## config.mk

```make
export PLATFORM = sky130hd
export DESIGN_NAME = sine_sample_fifo
export DESIGN_NICKNAME = d
export VERILOG_FILES = /design/src/rtl/sine_pkg.sv /design/src/rtl/sine_sample_fifo_sync_fifo.sv /design/src/rtl/sine_sample_fifo.sv
export SDC_FILE = /design/constraint.sdc
export NUM_CORES = 1
export LEC_CHECK = 0
export CAP_MARGIN = 20
export CORE_MARGIN = 4
export CORE_UTILIZATION = 35
export CTS_CLUSTER_SIZE = 28
export DETAILED_ROUTE_END_ITERATION = 16
export GPL_ROUTABILITY_DRIVEN = 0
export GPL_TIMING_DRIVEN = 0
export PLACE_DENSITY = 0.61
export SYNTH_ARGS = -nofsm -noshare
export SYNTH_HDL_FRONTEND = slang
export SYNTH_SLANG_ARGS = --single-unit
```

## constraint.sdc

```tcl
create_clock -name Clk -period 4.3 [get_ports Clk]
set_input_delay 0.645 -clock Clk [delete_from_list [all_inputs] [get_ports Clk]]
set_output_delay 0.645 -clock Clk [all_outputs]
set_load 0.02 [all_outputs]
```

## src/rtl/sine_pkg.sv

```systemverilog
// Shared definitions for the sine generator and its sample capture FIFO:
// Avalon word addresses, CSR bit positions and the common sample width.
package sine_pkg;

   localparam int SAMPLE_W = 10;

   localparam logic [1:0] ADDR_CTRL   = 2'd0;
   localparam logic [1:0] ADDR_STATUS = 2'd1;
   localparam logic [1:0] ADDR_DATA   = 2'd2;
   localparam logic [1:0] ADDR_DECIM  = 2'd3;

   localparam int CTRL_EN_BIT    = 0;
   localparam int CTRL_IRQEN_BIT = 1;
   localparam int CTRL_FLUSH_BIT = 2;
   localparam int CTRL_THR_LSB   = 8;

   localparam int STAT_EMPTY_BIT = 16;
   localparam int STAT_FULL_BIT  = 17;
   localparam int STAT_OVF_BIT   = 18;

   localparam int DATA_VALID_BIT = 31;

endpackage

```

## src/rtl/sine_sample_fifo_sync_fifo.sv

```systemverilog
// Single-clock show-ahead FIFO with extended-pointer full/empty detection
// and a flush that discards everything stored, including a same-cycle push.
module sync_fifo #(
   parameter int DEPTH  = 16,
   parameter int DATA_W = 10
) (
   input  logic                      clk,
   input  logic                      rst,
   input  logic                      push,
   input  logic                      pop,
   input  logic                      flush,
   input  logic [DATA_W-1:0]         din,
   output logic [DATA_W-1:0]         dout,
   output logic [$clog2(DEPTH):0]    count,
   output logic                      full,
   output logic                      empty
);

   localparam int PTR_W = $clog2(DEPTH);
   localparam logic [PTR_W:0] PTR_ONE = 1;

   logic [DATA_W-1:0] mem_q [DEPTH];
   logic [PTR_W:0]    rd_q, rd_d;
   logic [PTR_W:0]    wr_q, wr_d;
   logic              do_pop, do_push;

   // Status flags and head-of-queue view from the extended pointers.
   always_comb begin
      empty = (rd_q == wr_q);
      full  = (rd_q[PTR_W] != wr_q[PTR_W]) &&
              (rd_q[PTR_W-1:0] == wr_q[PTR_W-1:0]);
      count = wr_q - rd_q;
      dout  = mem_q[rd_q[PTR_W-1:0]];
   end

   // Pointer next-state: a pop frees a slot for a same-cycle push when full;
   // flush jumps the read pointer to the pre-push write pointer.
   always_comb begin
      do_pop  = pop & ~empty;
      do_push = push & ~flush & (~full | do_pop);
      rd_d    = rd_q;
      wr_d    = wr_q;
      if (flush) begin
         rd_d = wr_q;
      end else if (do_pop) begin
         rd_d = rd_q + PTR_ONE;
      end
      if (do_push) begin
         wr_d = wr_q + PTR_ONE;
      end
   end

   // Pointer registers.
   always_ff @(posedge clk or posedge rst) begin
      if (rst) begin
         rd_q <= '0;
         wr_q <= '0;
      end else begin
         rd_q <= rd_d;
         wr_q <= wr_d;
      end
   end

   // Sample storage; contents are meaningless until written, so no reset.
   always_ff @(posedge clk) begin
      if (do_push) begin
         mem_q[wr_q[PTR_W-1:0]] <= din;
      end
   end

endmodule

```

## src/rtl/sine_sample_fifo.sv

```systemverilog
// Capture stage for the sine generator: decimates the sample stream,
// buffers captured samples and exposes them over an Avalon-MM slave with a
// fill-level interrupt.
module sine_sample_fifo
   import sine_pkg::*;
#(
   parameter int DATA_W = SAMPLE_W,
   parameter int DEPTH  = 16
) (
   input  logic              Clk,
   input  logic              Reset,
   input  logic              sample_valid,
   input  logic [DATA_W-1:0] sample_data,
   input  logic              ChipSelect,
   input  logic              Read,
   input  logic              Write,
   input  logic [1:0]        Address,
   input  logic [31:0]       WriteData,
   output logic [31:0]       ReadData,
   output logic              irq
);

   localparam int PTR_W = $clog2(DEPTH);

   logic              rd_acc, wr_acc;
   logic              ctrl_wr, status_wr, decim_wr;
   logic              flush, pop, push, drop;

   logic              enable_q, enable_d;
   logic              irq_en_q, irq_en_d;
   logic [7:0]        thresh_q, thresh_d;
   logic [7:0]        decim_q, decim_d;
   logic [7:0]        dcnt_q, dcnt_d;
   logic [7:0]        n_m1;
   logic              ovf_q, ovf_d;
   logic [31:0]       rdata_q, rdata_d;
   logic              irq_q, irq_d;

   logic [DATA_W-1:0] head;
   logic [PTR_W:0]    fifo_count;
   logic [8:0]        count9;
   logic              fifo_full, fifo_empty;
   logic              wd_unused;

   sync_fifo #(
      .DEPTH  (DEPTH),
      .DATA_W (DATA_W)
   ) u_fifo (
      .clk   (Clk),
      .rst   (Reset),
      .push  (push),
      .pop   (pop),
      .flush (flush),
      .din   (sample_data),
      .dout  (head),
      .count (fifo_count),
      .full  (fifo_full),
      .empty (fifo_empty)
   );

   // Bus decode: only ChipSelect-qualified strobes do anything.
   always_comb begin
      rd_acc    = ChipSelect & Read;
      wr_acc    = ChipSelect & Write;
      ctrl_wr   = wr_acc & (Address == ADDR_CTRL);
      status_wr = wr_acc & (Address == ADDR_STATUS);
      decim_wr  = wr_acc & (Address == ADDR_DECIM);
      flush     = ctrl_wr & WriteData[CTRL_FLUSH_BIT];
      pop       = rd_acc & (Address == ADDR_DATA);
      count9    = 9'(fifo_count);
      // Write-data bits that no register decodes.
      wd_unused = ^{WriteData[31:19], WriteData[17:16]};
   end

   // Decimator: every N-th valid sample is pushed; N=0 acts as N=1.
   always_comb begin
      n_m1   = (decim_q == 8'd0) ? 8'd0 : (decim_q - 8'd1);
      push   = enable_q & sample_valid & (dcnt_q == n_m1);
      dcnt_d = dcnt_q;
      if (!enable_q) begin
         dcnt_d = 8'd0;
      end else if (flush || decim_wr) begin
         dcnt_d = 8'd0;
      end else if (sample_valid) begin
         dcnt_d = (dcnt_q == n_m1) ? 8'd0 : (dcnt_q + 8'd1);
      end
   end

   // CSR next-state, sticky overflow and the level interrupt.
   always_comb begin
      enable_d = enable_q;
      irq_en_d = irq_en_q;
      thresh_d = thresh_q;
      decim_d  = decim_q;
      if (ctrl_wr) begin
         enable_d = WriteData[CTRL_EN_BIT];
         irq_en_d = WriteData[CTRL_IRQEN_BIT];
         thresh_d = WriteData[CTRL_THR_LSB +: 8];
      end
      if (decim_wr) begin
         decim_d = WriteData[7:0];
      end
      // A dropped sample means a push met a full FIFO with no pop or flush.
      drop  = push & fifo_full & ~pop & ~flush;
      ovf_d = ovf_q;
      if (status_wr && WriteData[STAT_OVF_BIT]) begin
         ovf_d = 1'b0;
      end
      if (drop) begin
         ovf_d = 1'b1;
      end
      irq_d = irq_en_q & (thresh_q != 8'd0) & (count9 >= {1'b0, thresh_q});
   end

   // Read mux; the result is registered, and held when there is no read.
   always_comb begin
      rdata_d = rdata_q;
      if (rd_acc) begin
         rdata_d = '0;
         case (Address)
            ADDR_CTRL: begin
               rdata_d[CTRL_EN_BIT]           = enable_q;
               rdata_d[CTRL_IRQEN_BIT]        = irq_en_q;
               rdata_d[CTRL_THR_LSB +: 8]     = thresh_q;
            end
            ADDR_STATUS: begin
               rdata_d[8:0]                   = count9;
               rdata_d[STAT_EMPTY_BIT]        = fifo_empty;
               rdata_d[STAT_FULL_BIT]         = fifo_full;
               rdata_d[STAT_OVF_BIT]          = ovf_q;
            end
            ADDR_DATA: begin
               if (!fifo_empty) begin
                  rdata_d[DATA_VALID_BIT]     = 1'b1;
                  rdata_d[DATA_W-1:0]         = head;
               end
            end
            default: begin
               rdata_d[7:0]                   = decim_q;
            end
         endcase
      end
   end

   // Control and bus-facing registers.
   always_ff @(posedge Clk or posedge Reset) begin
      if (Reset) begin
         enable_q <= 1'b0;
         irq_en_q <= 1'b0;
         thresh_q <= 8'd0;
         decim_q  <= 8'd1;
         dcnt_q   <= 8'd0;
         ovf_q    <= 1'b0;
         rdata_q  <= '0;
         irq_q    <= 1'b0;
      end else begin
         enable_q <= enable_d;
         irq_en_q <= irq_en_d;
         thresh_q <= thresh_d;
         decim_q  <= decim_d;
         dcnt_q   <= dcnt_d;
         ovf_q    <= ovf_d;
         rdata_q  <= rdata_d;
         irq_q    <= irq_d;
      end
   end

   assign ReadData = rdata_q;
   assign irq      = irq_q;

endmodule

```

# --- Word level (Yosys, flattened, before mapping) ---
# Memories as Yosys holds them, arrays and structs flattened.
# Cells that the tools add are included.
# Widths: inputs -> output; s select.
op_classes:
  add_sub_neg: 5
  n_lt_le_gt_ge: 1
  eq_ne: 8
  muxes: 20
  bitwise: 22
  n_reduce_logical: 8
ops:
  columns: ["op", "count"]
  rows:
  - ["$mux 8", 5]
  - ["$pmux 6 s3", 1]
  - ["$and 1x1->1", 17]
  - ["$add 5x1->5 const B", 2]
  - ["$mux 10", 1]
  - ["$mux 5", 2]
  - ["$add 8x1->8 const B", 1]
  - ["$eq 8x8->1", 1]
  - ["$ge 5x8->1", 1]
  - ["$logic_not 8->1", 1]
  - ["$reduce_bool 8->1", 1]
  - ["$sub 8x1->8 const B", 1]
  - ["$mux 1", 6]
  - ["$mux 6", 1]
  - ["$pmux 2 s3", 1]
  - ["$eq 5x5->1", 1]
  - ["$sub 5x5->5", 1]
  - ["$eq 2x2->1 const B", 2]
  - ["$eq 4x4->1", 1]
  - ["$not 1->1", 4]
  - ["$pmux 1 s2", 2]
  - ["$reduce_bool 2->1", 2]
  - ["$mux 3", 1]
  - ["$ne 3x2->1 const B", 1]
  - ["other kinds (6)", 7]
totals:
  register_bits: 58
  mem_bits_rw: 160
  inputBits: 50
  out_inout_bits: 33
  elab_cells: 75
  memories: 1
mem_list:
  columns: ["memory", "depth", "word_bits", "read_ports", "rd_clocked_by_memory_dff", "write_ports", "line", "rtl"]
  rows:
  - ["u_fifo.mem_q", 16, 10, 1, 0, 1, "sine_sample_fifo_sync_fifo.sv:22", "logic [DATA_W-1:0] mem_q [DEPTH];"]

# --- Depth between registers and ports, before layout ---
depth:
  word_depth: 8
  mapped_depth: 13
  ltp_nobuf: 10

# --- By module ---
# A second synthesis with hierarchy kept.
hier_totals:
  hier_cells: 643
  area_unflattened_um2: 9773.1
modules_own_cells:
  columns: ["module", "n_inst", "cells_each", "area_each_um2", "seq_area_each_um2"]
  rows:
  - ["sync_fifo", 1, 368, 6964.2, 5054.8]
  - ["sine_sample_fifo", 1, 275, 2808.9, 1202.4]

# --- Least setup slack after synthesis ---
# No wires, ideal clock.
synth_timing:
  kind: "register -> register"
  startpoint: "register u_fifo.rd_q[1]"
  endpoint: "memory u_fifo.mem_q[0][0], enable pin"
  setup_time_ns: 0.404
  arrival_time_ns: 3.376
  required_time_ns: 3.896
  path_slack_ns: 0.521
  path_stages_with_launch: 12
  n_path_buf: 3
  synth_period_minus_slack_ns: 3.779
  cell_sequence: "dfrtp_1 -> clkbuf_1 -> clkbuf_1 -> inv_1 -> clkbuf_1 -> ha_1 -> nand4_1 -> a211o_1 -> nand4_1 -> a2111oi_4 -> nand2_4 -> nor4_1"
synth_via:
  elab_chain_len: 7
  word_cells_on_any_way: 10
  classes_between: "2 x eq/ne; 2 x mux; 5 x bitwise; 1 x reduce/logical"
synth_lines:
  columns: ["item", "line", "rtl"]
  rows:
  - ["start: declaration", "sine_sample_fifo_sync_fifo.sv:23", "logic [PTR_W:0] rd_q, rd_d;"]
  - ["start signal: assignment", "sine_sample_fifo_sync_fifo.sv:59", "rd_q <= rd_d;"]
  - ["$eq 5x5->1 or $eq 4x4->1 (tied branches)", "sine_sample_fifo_sync_fifo.sv:29, sine_sample_fifo_sync_fifo.sv:31", null]
  - ["$not 1->1 or $logic_and 1x1->1 (tied branches)", "sine_sample_fifo_sync_fifo.sv:39, sine_sample_fifo_sync_fifo.sv:30", null]
  - ["$and 1x1->1 or $not 1->1 (tied branches)", "sine_sample_fifo_sync_fifo.sv:39, sine_sample_fifo_sync_fifo.sv:40", null]
  - ["$or 1x1->1 (*)", "sine_sample_fifo_sync_fifo.sv:40", "do_push = push & ~flush & (~full | do_pop);"]
  - ["$and 1x1->1 (*)", "sine_sample_fifo_sync_fifo.sv:40", null]
  - ["$mux 1 (*)", "sine_sample_fifo_sync_fifo.sv:66", "if (do_push) begin"]
  - ["$mux 1 (not written as such) (*)", "sine_sample_fifo_sync_fifo.sv:67", "mem_q[wr_q[PTR_W-1:0]] <= din;"]
  - ["end: declaration", "sine_sample_fifo_sync_fifo.sv:22", null]
# Mark *: on every way between the ends. The rest lies on a longest branch, timed or not.

# --- Final worst setup path ---
layout_timing:
  startpoint: "register u_fifo.rd_q[2]"
  endpoint: "memory u_fifo.mem_q[14][4], enable pin"
# Same word-level chain as after synthesis.

==> metrics.md <==
| Metric | Value |
|---|---|
| Number of cells on the critical path | 10 |
| Most frequent cells in the layout | edfxtp_1 (160), nand2_1 (68), dfrtp_1 (57) |
| Slew @ Worst Pin | 1.05 ns |
| Area Growth Syn to Fin | 21.1% |
| Largest net degree at the start of global routing | 31 |
| DRT antenna net count | 0 |
| Peak supply drop | 0.279 mV |
| RSZ-0062 raised after global routing | yes |
| Post-synth ARST share | 26.6% |
| Endpoint class of the critical path | register |
| Commonest non-fill, non-tap cell in the layout | edfxtp_1 |
| Worst Slack Setup Final | between 0.2 and 0.3 ns |
| Post-layout min period | about 4 ns |
| Crit share post-route | 93.8% |
| Post-synth EDFFs | 160 |
| Die Height | 175 um |
| DRT Pass-1 Iters | 4 |
| Number of CTS-inserted buffers | 23 |
| Skew-Pair Late Insertion Delay | 0.52 ns |
| Max_cap viols | 0 |
| Top post-synthesis cells by area | edfxtp_1 (49%), dfrtp_1 (15%), mux4_2 (9.3%) |
| Share of cells above drive strength 1 | 19.5% |
| Antenna violations before repair | 0 |
| Final wirelength | 22.6 mm |
| Sequential-to-total area share from yosys stat | 64.4% |
| Synthesis-stage register bit count | roughly 220 |
| Fin util | around 43% |
| Pre-CTS WS | -0.322 ns |
| Number of global-route vias before repair | between 5000 and 6000 |
| Grt total ovfl | 0 |
| Status | completed |
| Final nets | 822 |
| Slowest-stage cell, CP | nor4_2 |
| Starting density of the core | 35.9% |
| Vias per std cell | ~5 |
| Worst R2R End | u_fifo.mem_q[14][4] |
| Largest fanout on the critical path | 13 |
| Placed insts | 1097 |
| Crit path cell chain | inv_1, clkbuf_1, ha_1, nand4_1, a211o_1, nand4_1, a2111oi_4, nand2_4, nor4_2, buf_6 |
| CP arrival | roughly 4.3 ns |
| Port Buf Inserts | 54 |
| Global-route wire length before repair | 34.7 mm |
| Area of the core | between 0.02 and 0.03 mm2 |
| Req. time, crit path | between 4 and 5 ns |
| Final Hold Fails | 0 |
| GRT Util Overall | 14.5% |
| Leak pwr | 4.14 nW |
| Reg2reg path depth | 10 |
| CP Class | reg2reg |
| Worst reg-to-reg setup slack | 0.27 ns |
| Cell mode on critical path | nand4_1 |
| Die X | 175 um |
| Clock buffer depth | 3 |
| N_diodes | 0 |
| P per Cell Area | 528 mW/mm2 |
| Critical Path Max Stage Delay | 0.66 ns |
| FF-to-FF Start | u_fifo.rd_q[2] |
| Ys Warns | 0 |
| Maximum clock rate | approximately 250 MHz |
| Worst Setup EP | u_fifo.mem_q[14][4] |
| Slew headroom | 30.0% |
| CTS root buffer | clkbuf_16 |
| Critical path launch point type | register |
| Post-DP HPWL | between 15 and 20 mm |
| Die Area | approximately 0.03 mm2 |
| Unique cell type count in the Yosys netlist | 71 |
| Hold WC Path Type | reg2reg |
| Delay-heaviest family, CP | simple AND/OR/NAND/NOR gates |
| Fin cells | 1141 |
| Top_reg_cell synth | edfxtp_1 |
| Final setup fails | 0 |
| First-iteration detailed-routing DRC count | 401 |
| CP Launch Point | u_fifo.rd_q[2] |
| CTS sink cnt | 218 |
| Post-synthesis cell count | 649 |
| Clk slew on worst S/H paths | about 0.06 ns |
| Hold slack | 0.477 ns |
| Total vias in the final route | 5830 |
| Total power | slightly above 6 mW |
| Ports | 83 |
| WL per Instance | 19.8 um |
| Max Clock Skew | 0.0174 ns |
| DRC violations left | 0 |
| Syn avg cell area | between 10 and 15 um2 |
| Final Max Slew Viols | 0 |
| CTS tree | done |
| Rows | 60 |
| Post-CTS Hold Buffers | 0 |
| Post-synth top area share | 49.4% |
| Min-Delay Path Depth | 1 |
| Cell Area, Synth | 0.00972 mm2 |
| Synth area leader | edfxtp_1 |
| WP buf/inv | 3 |
| H-tree Lvls | 1 |
-- stage by stage --
stage | TNS [ns] | instance area (um2)
2_1_floorplan | 0 | 9760
3_3_place_gp | -118.60 | 10800
3_5_place_dp | -27.79 | 10900
4_1_cts | 0 | 11700
5_1_grt | -0.275 | 11800
6_report | 0 | 11800
-- cells in the mapped netlist (7+ instances only) --
master,number
nand3_1,15
inv_1,25
buf_4,12
mux2_2,17
nor4_2,9
nor3_1,9
nor2_1,16
edfxtp_1,160
a21oi_1,19
a22o_1,12
mux4_2,40
and3_1,7
ha_1,16
o21ai_0,23
dfrtp_1,57
xnor2_1,13
nand2_1,68
clkbuf_1,22
-- cell families after synthesis --
group / count (synthesis) / synth area share (%)
buffers and inverters: 68 / 3.22
adder cells (fa/ha/maj): 17 / 2.27
XOR/XNOR: 18 / 1.62
AND/OR/NAND/NOR: 165 / 9.40
multiplexers: 61 / 11.7
flip-flops: 218 / 64.4
other: 1 / 0.0386
AO/OA/AOI/OAI: 101 / 7.35
-- report_power, final --
part	switching, mW	internal, mW	total, mW
registers	0.150	2.37	2.52
logic	1.03	0.823	1.85
clock network	0.790	1.05	1.84
total	1.97	4.24	6.21
-- routing by layer --
metal	up-vias	share of wire, %	global-route usage [%]
li1	2700	-	-
met1	2930	45	20.4
met2	164	47	23.6
met3	36	6.0	2.57
met4	0	2.3	3.44
met5	-	0	0
-- final cells by class --
type,count,area [um2]
Fill cell,2470,15300
Sequential cell,218,6260
Multi-Input combinational cell,374,3310
Timing Repair Buffer,72,748
Clock buffer,31,606
Tap cell,372,465
Buffer,39,206
Inverter,27,101
Clock inverter,8,76.3
-- registers in the layout, summed over array words and instances (netlist names) --
name	flops
u_fifo.mem_q	160
ReadData	20
dcnt_q	8
decim_q	8
thresh_q	8
u_fifo.rd_q	5
u_fifo.wr_q	5
enable_q	1
irq	1
irq_en_q	1
ovf_q	1
-- repair_timing --
action / 4_1_cts / 5_1_grt
pin swaps: 1 / 4
resized for setup: 4 / 5
setup buffers: 2 / 5
endpoints found under the setup margin: 145 / 72
-- worst register-to-register path: cells and delay by family, from the launching register on --
family          cells  cell delay (ns)
fa+ha+maj           1             0.40
compound gates      2             0.59
flops               1             0.61
simple gates        4             1.19
buf+inv             3             0.95
-- worst min-delay path by stage --
stage,start,end,slack [ns]
6_report,ReadData[31],ReadData[31],0.48
5_1_grt,ReadData[31],ReadData[31],0.51
4_1_cts,ReadData[31],ReadData[31],0.49
3_5_place_dp,ReadData[31],ReadData[31],0.47
3_3_place_gp,ReadData[31],ReadData[31],0.46
2_1_floorplan,ovf_q,ovf_q,0.46
Power figures use the tool's default switching activity.
